File: src/rtl/eq_pkg.sv
// Shared constants and the equation selector for the equation controller.
// A = x1*K1 + x2*K2 (EQ_A), B = v*t + c (EQ_B).
package eq_pkg;
    localparam int W_IN  = 8;
    localparam int W_OUT = 16;
    localparam int K1    = 3;
    localparam int K2    = 5;

    typedef enum logic {
        EQ_A = 1'b0,
        EQ_B = 1'b1
    } eq_sel_t;
endpackage

File: src/rtl/sop_unit.sv
// Sum of products P = a*b + d*e with a registered product stage.
// The sum is formed one bit wider than the result, then truncated.
module sop_unit #(
    parameter int W_IN  = 8,
    parameter int W_OUT = 16
) (
    input  logic             clk,
    input  logic             rst,
    input  logic [W_IN-1:0]  a,
    input  logic [W_IN-1:0]  b,
    input  logic [W_IN-1:0]  d,
    input  logic [W_IN-1:0]  e,
    output logic [W_OUT-1:0] sum
);
    localparam int P_W = 2 * W_IN;
    localparam int S_W = W_OUT + 1;

    logic [P_W-1:0] prod_ab_d, prod_ab_q;
    logic [P_W-1:0] prod_de_d, prod_de_q;

    always_comb begin
        prod_ab_d = P_W'(a) * P_W'(b);
        prod_de_d = P_W'(d) * P_W'(e);
    end

    always_ff @(posedge clk) begin
        if (rst) begin
            prod_ab_q <= '0;
            prod_de_q <= '0;
        end else begin
            prod_ab_q <= prod_ab_d;
            prod_de_q <= prod_de_d;
        end
    end

    assign sum = W_OUT'(S_W'(prod_ab_q) + S_W'(prod_de_q));
endmodule

File: src/rtl/equation_controller.sv
// Two-stage pipeline evaluating A = x1*K1 + x2*K2 or B = v*t + c per cycle.
// No handshake: one operand set is accepted every clock; the flag travels with its data.
module equation_controller
    import eq_pkg::*;
(
    input  logic             clk,
    input  logic             rst,
    input  logic [W_IN-1:0]  x1,
    input  logic [W_IN-1:0]  x2,
    input  logic [W_IN-1:0]  v,
    input  logic [W_IN-1:0]  t,
    input  logic [W_IN-1:0]  c,
    input  logic             equationFlag,
    output logic [W_OUT-1:0] A,
    output logic [W_OUT-1:0] B,
    output logic             a_upd,
    output logic             b_upd
);
    logic [W_IN-1:0]  op_a, op_b, op_d, op_e;
    logic [W_OUT-1:0] sum;

    eq_sel_t          flag_d, flag_q;
    logic             valid_d, valid_q;
    logic [W_OUT-1:0] a_d, a_q;
    logic [W_OUT-1:0] b_d, b_q;
    logic             a_upd_d, a_upd_q;
    logic             b_upd_d, b_upd_q;

    // Both equations share one sum-of-products unit; eq1 uses d*e = c*1.
    always_comb begin
        op_a = x1;
        op_b = W_IN'(K1);
        op_d = x2;
        op_e = W_IN'(K2);
        if (equationFlag) begin
            op_a = v;
            op_b = t;
            op_d = c;
            op_e = W_IN'(1);
        end
    end

    sop_unit #(
        .W_IN  (W_IN),
        .W_OUT (W_OUT)
    ) u_sop (
        .clk (clk),
        .rst (rst),
        .a   (op_a),
        .b   (op_b),
        .d   (op_d),
        .e   (op_e),
        .sum (sum)
    );

    always_comb begin
        flag_d  = eq_sel_t'(equationFlag);
        valid_d = 1'b1;
        a_d     = a_q;
        b_d     = b_q;
        a_upd_d = 1'b0;
        b_upd_d = 1'b0;
        if (valid_q) begin
            if (flag_q == EQ_A) begin
                a_d     = sum;
                a_upd_d = 1'b1;
            end else begin
                b_d     = sum;
                b_upd_d = 1'b1;
            end
        end
    end

    always_ff @(posedge clk) begin
        if (rst) begin
            flag_q  <= EQ_A;
            valid_q <= 1'b0;
            a_q     <= '0;
            b_q     <= '0;
            a_upd_q <= 1'b0;
            b_upd_q <= 1'b0;
        end else begin
            flag_q  <= flag_d;
            valid_q <= valid_d;
            a_q     <= a_d;
            b_q     <= b_d;
            a_upd_q <= a_upd_d;
            b_upd_q <= b_upd_d;
        end
    end

    assign A     = a_q;
    assign B     = b_q;
    assign a_upd = a_upd_q;
    assign b_upd = b_upd_q;
endmodule

File: config.mk
export PLATFORM = sky130hd
export DESIGN_NAME = equation_controller
export DESIGN_NICKNAME = d
export VERILOG_FILES = /design/src/rtl/eq_pkg.sv /design/src/rtl/sop_unit.sv /design/src/rtl/equation_controller.sv
export SDC_FILE = /design/constraint.sdc
export NUM_CORES = 1
export LEC_CHECK = 0
export ABC_CLOCK_PERIOD_IN_PS = 11150
export BUFFER_PORTS_ARGS = -buffer_cell sky130_fd_sc_hd__buf_2
export CAP_MARGIN = 20
export CORE_MARGIN = 8
export CORE_UTILIZATION = 30
export DETAILED_ROUTE_END_ITERATION = 8
export GPL_TIMING_DRIVEN = 0
export PLACE_DENSITY = 0.49
export SLEW_MARGIN = 20
export SYNTH_ARGS = -nofsm -noshare
export SYNTH_HDL_FRONTEND = slang
export SYNTH_SLANG_ARGS = --single-unit
File: constraint.sdc
create_clock -name clk -period 11.15 [get_ports clk]
set_input_delay 2.23 -clock clk [delete_from_list [all_inputs] [get_ports clk]]
set_output_delay 2.23 -clock clk [all_outputs]
set_load 0.01 [all_outputs]
==> run summary, run 1 <==
status -> finished, final reports clean
clock sink count -> 63
min-delay src -> B[8]
fin crit period -> 7.101 ns
fin crit share -> 63.68%
ys flop type -> dfxtp_1
clk_skew -> 0.006428 ns
routability congestion estimate -> 0.8689
critical path class -> in -> reg
pre-CTS setup slack -> 3.720 ns
NetSw -> 0.3161 mW
fin worst setup slack -> 4.049 ns
synthesized cell area -> 5186 um2
crit-path cells -> buf_2 -> clkbuf_1 -> clkbuf_1 -> clkbuf_1 -> nand3_1 -> fa_1 -> fa_1 -> inv_1 -> fa_1 -> inv_1 -> fa_1 -> inv_1 -> ha_1 -> o21a_1 -> o31a_1 -> o21ai_0 -> a21oi_1 -> nor3b_1 -> nor3_1
largest net degree at the start of global routing -> 11
Worst path slowest cell -> fa_1
Max Cap Violations -> 0
CP startpoint -> equationFlag
layout cells sized above 1 -> 15.03%
Root Buffer -> clkbuf_16
first-pass GRT wire length -> 22.54 mm
Post-layout nets -> 828
Hold Vio Cnt, Final -> 0
Pre-antenna DRT Iters -> 5
Overflow after GRT -> 0
# DRC -> 0
final core occ -> 35.80%
clock latency on the worst-skew pair -> 0.33 ns
Via density -> 4.827
DP HPWL -> 11.30 mm
PostCTS Resize Cnt -> 0
Worst-path clk slew -> 0.05 ns
Seq/Total Area, Yosys -> 24.32%
Levels on crit path -> 19
Die Width -> 147.5 um
Power, Total -> 0.8887 mW
unrepaired setup endpoints after global routing -> false
hold depth -> 2
max incr delay on CP -> 0.54 ns
Critical Path End Type -> flip-flop
Comb power frac -> 40.1%
vias in the first global route -> 4577
CTS tree -> yes
Switching Fraction -> 35.57%
Final setup violation count -> 0
Post-Route WL -> 13.62 mm
Crit Path Max Fanout -> 10
YS warnings -> 0
post-route ant nets -> 0
std cell rows -> 48
share of the synthesized area in the top cell type -> 24.32%
WL/cell -> 14.85 um
Yosys cell types -> 49
GRT Overall Usage -> 12.71%
# Post-CTS Setup Buffers -> 0
Synth Area per Inst -> 8.615 um2
fmax -> 140.8 MHz
Top Family by Delay on Critical Path -> adder cells
Die Height -> 147.5 um
leading area contributor after synthesis -> dfxtp_1
Post-Syn Instances -> 602
P_int -> 0.5726 mW
Worst Hold Class -> reg -> reg
buffer and inverter count on the worst path -> 7
Placed Area -> 5843 um2
n_diodes -> 0
Port Buffers -> 75
Most common cell on crit path -> fa_1
Worst slew margin -> 54.52%
post-synthesis register bit count -> 63
# IOs -> 77
Seq pwr share -> 30.8%
Startpoint Class -> input pin
post-synthesis async set-or-reset flop share -> 0%
Worst IR Drop VDD -> 0.00008555 V
worst slew pin tran -> 0.6822 ns
Leak -> 3.119 nW
synth top area cells -> dfxtp_1 (24%), fa_1 (15%), ha_1 (14%)
Reg-to-Reg Start -> u_sop.prod_de_q[0]
H-tree depth -> 3
Final Cell Area -> 6127 um2
Power Density -> 145.1 nW/um2
number of CTS-inserted buffers -> 9
most common cell after layout, fill and taps aside -> buf_2
die area -> 21750 um2
Reg2Reg Depth -> 9
Syn-to-layout area delta -> 18.14%
Initial Utilization -> 30.30%
Hold Buf Count CTS -> 0
syn nets -> 742
setup TNS -> 0 ns
Vias -> 4426
Initial DRC Count -> 158
core box area -> 17120 um2
antenna violations before repair -> 0
most frequent cells in the layout -> buf_2 (75), dfxtp_1 (63), ha_1 (59)
clock share of power -> 29.2%
Crit path required time -> 11.33 ns
Data arrival, critical path -> 7.28 ns
Final Max Tran Viols -> 0
Longest Clk Path Bufs -> 2
Post-synth EDFFs -> 0
cell type report:
cell class / instances / area [um2]
plain buffers: 26 / 98.84
repair buffers: 75 / 375.4
inverters: 57 / 214.0
multi-input cells: 456 / 3612
clock buffers: 12 / 266.5
clock inverters: 3 / 17.52
fillers: 1791 / 10990
well taps: 225 / 281.5
flip-flops and latches: 63 / 1261
state kept, by name, summed over array words and instances (netlist names):
name,count
A,16
B,16
a_upd,1
b_upd,1
flag_q,1
u_sop.prod_ab_q,16
u_sop.prod_de_q,11
valid_q,1
Yosys cell counts (all sizes together), types with 3 or more instances:
cell and number:
a211oi 6, a21o 26, a21oi 34, a31oi 7
and2 3, and3 41, clkbuf 24, dfxtp 63
fa 38, ha 59, inv 57, nand2 40
nand2b 6, nand3 34, nand4 5, nor2 34
nor2b 27, nor3 20, o211ai 4, o21a 6
o21ai 21, o31a 3, o31ai 4, or3 3
or4 3, xnor2 13, xor2 3
power groups by stage:
stage	registers [mW]	logic [mW]	clock network [mW]
4_1_cts	0.274	0.358	0.266
3_3_place_gp	0.277	0.351	0
2_1_floorplan	0.280	0.257	0
6_report	0.273	0.356	0.259
3_5_place_dp	0.278	0.355	0
5_1_grt	0.277	0.411	0.277
cell families (layout without fill, tap and decap cells):
kind of cell / count (synthesis) / after routing / synth area share [%]
AO/OA/AOI/OAI: 125 / 125 / 16.48
XOR/XNOR: 16 / 16 / 2.702
adder cells (fa/ha/maj): 97 / 97 / 28.90
buffers and inverters: 83 / 173 / 6.031
flip-flops: 63 / 63 / 24.32
AND/OR/NAND/NOR: 218 / 218 / 21.57
worst paths after layout:
kind / endpoint / slack (ns)
max: u_sop.prod_ab_q[13] / 4.05
min: B[8] / 0.45
max reg2reg: B[10] / 8.90
min reg2reg: B[8] / 0.45
stage by stage:
step | cells | hold WS, ns
detailed placement | 902 | 0.4463
global route | 917 | 0.4772
floorplan | 602 | 0.4805
global placement | 902 | 0.4456
finish | 917 | 0.4508
CTS | 917 | 0.4533
tightest hold or removal path, stage by stage, from the launching register on:
cell and delay, ns:
dfxtp_1 0.30, nand2_1 0.05, a21oi_1 0.05
routing by layer:
| metal | vias to the layer above | part of all wire, % | global-route usage, % |
|---|---|---|---|
| li1 | 2263 | - | - |
| met1 | 2043 | 49 | 16.38 |
| met2 | 108 | 45 | 20.85 |
| met3 | 12 | 4.4 | 2.629 |
| met4 | 0 | 1.5 | 4.080 |
| met5 | - | 0 | 0 |
Note: power is estimated with default switching activity, not from simulation.
==> inputs of run 2 (changes only) <==
- ABC_AREA: default -> 1
- ABC_CLOCK_PERIOD_IN_PS: 11150 -> 7440
- clock period: 11.15 -> 7.44 ns (I/O delays scaled with it)
==> run summary, run 2 <==
std cell rows -> 49
Longest Clk Path Bufs -> 2
Pre-antenna DRT Iters -> 4
Power Density -> 219.2 nW/um2
critical path class -> in -> reg
Vias -> 4790
WL/cell -> 12.36 um
CTS tree -> yes
Seq/Total Area, Yosys -> 23.26%
hold depth -> 2
antenna violations before repair -> 0
Reg2Reg Depth -> 11
Die Height -> 150.4 um
synth top area cells -> dfxtp_1 (23%), fa_1 (14%), ha_1 (14%)
Met2 Routed Length -> 6.202 mm
GRT Overall Usage -> 12.82%
post-synthesis compound-gate area fraction -> 8.239%
# Post-CTS Setup Buffers -> 0
n_diodes -> 0
clk_skew -> 0.005194 ns
Synth Area per Inst -> 6.854 um2
Routed met3 length -> 562 um
Leak -> 3.724 nW
Reg-to-Reg Start -> u_sop.prod_de_q[0]
Post-Route WL -> 13.74 mm
fin crit share -> 72.33%
Via density -> 4.311
Final setup violation count -> 0
vias in the first global route -> 4894
Max Cap Violations -> 0
core box area -> 17840 um2
Synth top cells by count -> inv_1 (164), nand2_1 (159), nor2_1 (142)
Synth Area in Adders -> 27.65%
Worst-path clk slew -> 0.05 ns
final hold slack -> 0.4868 ns
Post-layout nets -> 1017
synthesized cell area -> 5421 um2
post-route ant nets -> 0
Crit Path Max Fanout -> 10
Post-synth EDFFs -> 0
Yosys cell types -> 28
Post-Syn Instances -> 791
Initial Utilization -> 30.39%
r2r setup slk -> 5.67 ns
Worst Hold Path EP -> B[0]
# IOs -> 77
Startpoint Class -> input pin
Hold Buf Count CTS -> 0
status -> finished, final reports clean
syn nets -> 931
Critical Path End Type -> flip-flop
post-synthesis async set-or-reset flop share -> 0%
met1 WL -> 6.776 mm
DP HPWL -> 11.74 mm
Final Max Tran Viols -> 0
main combinational cell family by area after synthesis -> adder cells
ys flop type -> dfxtp_1
xor/xnor share of the synthesized area -> 0.9693%
Worst slew margin -> 58.70%
layout filler cell count -> 1943
YS warnings -> 0
number of CTS-inserted buffers -> 9
setup TNS -> 0 ns
unrepaired setup endpoints after global routing -> false
most common cell after layout, fill and taps aside -> inv_1
share of the synthesized area in the top cell type -> 23.26%
Die Width -> 150.4 um
Initial DRC Count -> 235
fmax -> 185.8 MHz
Crit path required time -> 7.69 ns
clock latency on the worst-skew pair -> 0.33 ns
uppermost layer routed -> met4
Overflow after GRT -> 0
first-pass GRT wire length -> 23.26 mm
fin crit period -> 5.382 ns
Worst IR Drop VDD -> 0.0001549 V
Post-Synth Simple-Gate Area -> 26.70%
Reg2Reg Capture Point -> A[12]
Syn-to-layout area delta -> 18.00%
routability congestion estimate -> 0.8654
most frequent cell after synthesis -> inv_1
mux cell area share after synthesis -> 0%
die area -> 22630 um2
Worst Hold Class -> reg -> reg
clock sink count -> 63
most frequent cells in the layout -> inv_1 (164), nand2_1 (159), nor2_1 (142)
leading area contributor after synthesis -> dfxtp_1
Root Buffer -> clkbuf_16
# DRC -> 0
worst slew pin tran -> 0.6195 ns
post-synthesis register bit count -> 63
H-tree depth -> 3
Port Buffers -> 75
CP startpoint -> equationFlag
PostCTS Resize Cnt -> 0
largest net degree at the start of global routing -> 12
Hold Vio Cnt, Final -> 0
Data arrival, critical path -> 5.63 ns
layout cells sized above 1 -> 12.13%
min-delay src -> B[0]
## run 2: logic make-up after synthesis
logic type      after synthesis
simple gates                360
compound gates               83
xor+xnor                      6
flops                        63
buf+inv                     182
fa+ha+maj                    97
## run 2: stage by stage
step	cells	power [mW]	utilization [%]	setup slack (ns)	cell area [um2]
after floorplan	791	0.8298	-	2.270	5421
after global placement	1095	0.9753	34.10	1.725	6083
after detailed placement	1095	0.9751	34.10	1.741	6083
after CTS	1111	1.422	35.86	2.078	6397
after global routing	1111	1.533	35.86	1.749	6397
final	1111	1.402	35.86	2.058	6397
## run 2: metal layers
metal | vias to the layer above | GRT usage [%]
li1 | 2598 | -
met1 | 2094 | 16.39
met2 | 84 | 21.64
met3 | 14 | 1.623
met4 | 0 | 4.748
met5 | - | 0
## run 2: power breakdown
part	switching, mW	leakage [nW]	total, mW	internal (mW)
Clock	0.146	0.148	0.437	0.291
Combinational	0.352	3.06	0.559	0.207
Sequential	0.0217	0.520	0.405	0.384
Total	0.520	3.72	1.40	0.882
## run 2: worst max-delay path, stage by stage
cell	delay [ns]
buf_2	0.10
buf_2	0.18
clkbuf_1	0.44
nand3_1	0.18
fa_1	0.52
fa_1	0.50
inv_1	0.06
fa_1	0.52
inv_1	0.05
fa_1	0.52
inv_1	0.04
ha_1	0.35
nand2_1	0.07
inv_1	0.10
nand2_1	0.06
nand2_1	0.10
nand2_1	0.08
nand2_1	0.06
nand2_1	0.05
a21oi_1	0.16
## run 2: how the worst max path moves through the flow
stage / end / slack [ns]
6_report: u_sop.prod_ab_q[13] / 2.06
5_1_grt: u_sop.prod_ab_q[10] / 1.75
4_1_cts: u_sop.prod_ab_q[12] / 2.08
3_5_place_dp: u_sop.prod_ab_q[12] / 1.74
3_3_place_gp: u_sop.prod_ab_q[12] / 1.73
2_1_floorplan: u_sop.prod_ab_q[10] / 2.27
## run 2: layout make-up
cell class,count,area (um2),share of cell area (%)
plain buffers,17,95.09,1.486
clock buffers,10,229.0,3.579
clock inverters,6,85.08,1.330
inverters,165,619.3,9.681
multi-input cells,546,3446,53.86
flip-flops and latches,63,1261,19.71
well taps,229,286.5,4.479
repair buffers,75,375.4,5.867
==> inputs of run 3 (changes only) <==
- ABC_CLOCK_PERIOD_IN_PS: 7440 -> 4670
- PLACE_DENSITY: 0.49 -> 0.51
- clock period: 7.44 -> 4.67 ns (I/O delays scaled with it)
==> run summary, run 3 (synthesis results as in run 2) <==
most frequent cells in the layout -> inv_1 (163), nand2_1 (152), nor2_1 (133)
final core occ -> 36.17%
Initial DRC Count -> 176
Initial Utilization -> 30.39%
DP HPWL -> 11.66 mm
core box area -> 17840 um2
number of CTS-inserted buffers -> 9
Longest Clk Path Bufs -> 2
Die Width -> 150.4 um
Power Density -> 335.0 nW/um2
fin crit period -> 4.435 ns
CTS tree -> yes
Worst IR Drop VDD -> 0.0001983 V
Via density -> 4.367
vias in the first global route -> 4876
Port Buffers -> 75
Final Max Tran Viols -> 0
H-tree depth -> 3
Leak -> 3.715 nW
Worst-path clk slew -> 0.05 ns
die area -> 22630 um2
# IOs -> 77
# DRC -> 0
worst slew pin tran -> 0.6220 ns
Startpoint Class -> input pin
Worst Hold Class -> reg -> reg
layout cells sized above 1 -> 14.66%
Vias -> 4843
Die Height -> 150.4 um
clock latency on the worst-skew pair -> 0.32 ns
post-route ant nets -> 0
n_diodes -> 0
Overflow after GRT -> 0
GRT Overall Usage -> 12.74%
Max Cap Violations -> 0
fmax -> 225.5 MHz
first-pass GRT wire length -> 23.27 mm
Crit path required time -> 4.89 ns
routability congestion estimate -> 0.8475
WL/cell -> 12.27 um
status -> finished, final reports clean
unrepaired setup endpoints after global routing -> true
clk_skew -> 0.003847 ns
Final setup violation count -> 0
Pre-antenna DRT Iters -> 4
Post-layout nets -> 1017
Root Buffer -> clkbuf_16
clock sink count -> 63
Worst slew margin -> 58.53%
antenna violations before repair -> 0
critical path class -> in -> reg
largest net degree at the start of global routing -> 11
std cell rows -> 49
Syn-to-layout area delta -> 19.04%
Data arrival, critical path -> 4.65 ns
Post-Route WL -> 13.61 mm
setup TNS -> 0 ns
fin crit share -> 94.97%
most common cell after layout, fill and taps aside -> inv_1
Hold Vio Cnt, Final -> 0
Crit Path Max Fanout -> 10
Critical Path End Type -> flip-flop
run 3: layout make-up:
| type | count | area [um2] |
|---|---|---|
| multi-input cells | 546 | 3547 |
| clock inverters | 2 | 10.01 |
| plain buffers | 17 | 117.6 |
| clock buffers | 12 | 236.5 |
| flip-flops and latches | 63 | 1261 |
| inverters | 165 | 619.3 |
| repair buffers | 75 | 375.4 |
| fillers | 1987 | 11390 |
| well taps | 229 | 286.5 |
run 3: power by group:
part	internal, mW	total (mW)	switching, mW
clock network	0.350	0.558	0.208
logic	0.369	0.957	0.588
registers	0.612	0.646	0.0347
run 3: metrics by stage:
| stage | cell area, um2 | setup WS, ns | hold WS, ns | cells | power (mW) |
|---|---|---|---|---|---|
| final | 6454 | 0.2351 | 0.4892 | 1109 | 2.162 |
| after floorplan | 5421 | 0.05418 | 0.4790 | 791 | 1.322 |
| after detailed placement | 6083 | -0.4909 | 0.4811 | 1095 | 1.553 |
| after global placement | 6083 | -0.4859 | 0.4786 | 1095 | 1.551 |
| after global routing | 6454 | 0.001366 | 0.5551 | 1109 | 2.379 |
| after CTS | 6339 | 0.005573 | 0.4919 | 1109 | 2.133 |
run 3: worst paths after layout:
| check | from | to | slack (ns) | depth (start not counted) |
|---|---|---|---|---|
| worst max-delay path | equationFlag | u_sop.prod_ab_q[14] | 0.24 | 19 |
| worst min-delay path | B[0] | B[0] | 0.49 | 2 |
| worst max register to register | u_sop.prod_de_q[0] | A[12] | 2.89 | 11 |
| worst min register to register | B[0] | B[0] | 0.49 | 2 |
run 3: per-layer routing:
metal	part of all wire, %	track usage (%)	up-vias
met5	0	0	-
li1	-	-	2590
met1	49	16.57	2157
met2	45	21.19	92
met4	0.56	3.798	0
met3	5.0	2.134	4
run 3: critical path: stages:
cell,delay (ns)
buf_2,0.12
buf_6,0.15
clkbuf_4,0.22
nand3_1,0.11
fa_1,0.50
fa_1,0.50
inv_1,0.06
fa_1,0.52
inv_1,0.05
fa_1,0.52
inv_1,0.06
ha_4,0.29
nand2_1,0.07
nor2_2,0.16
nand3_1,0.11
nand3_1,0.12
nand2_1,0.06
nand2_1,0.05
nor2_1,0.04
run 3: repair_timing:
action                                 CTS  global route
gates resized for setup                  4            36
pin swaps                                0             6
cloned                                   0             0
setup endpoints to repair                8             9
hold buffers                             0             0
endpoints found under the hold margin    0             0
setup buffers                            0             0
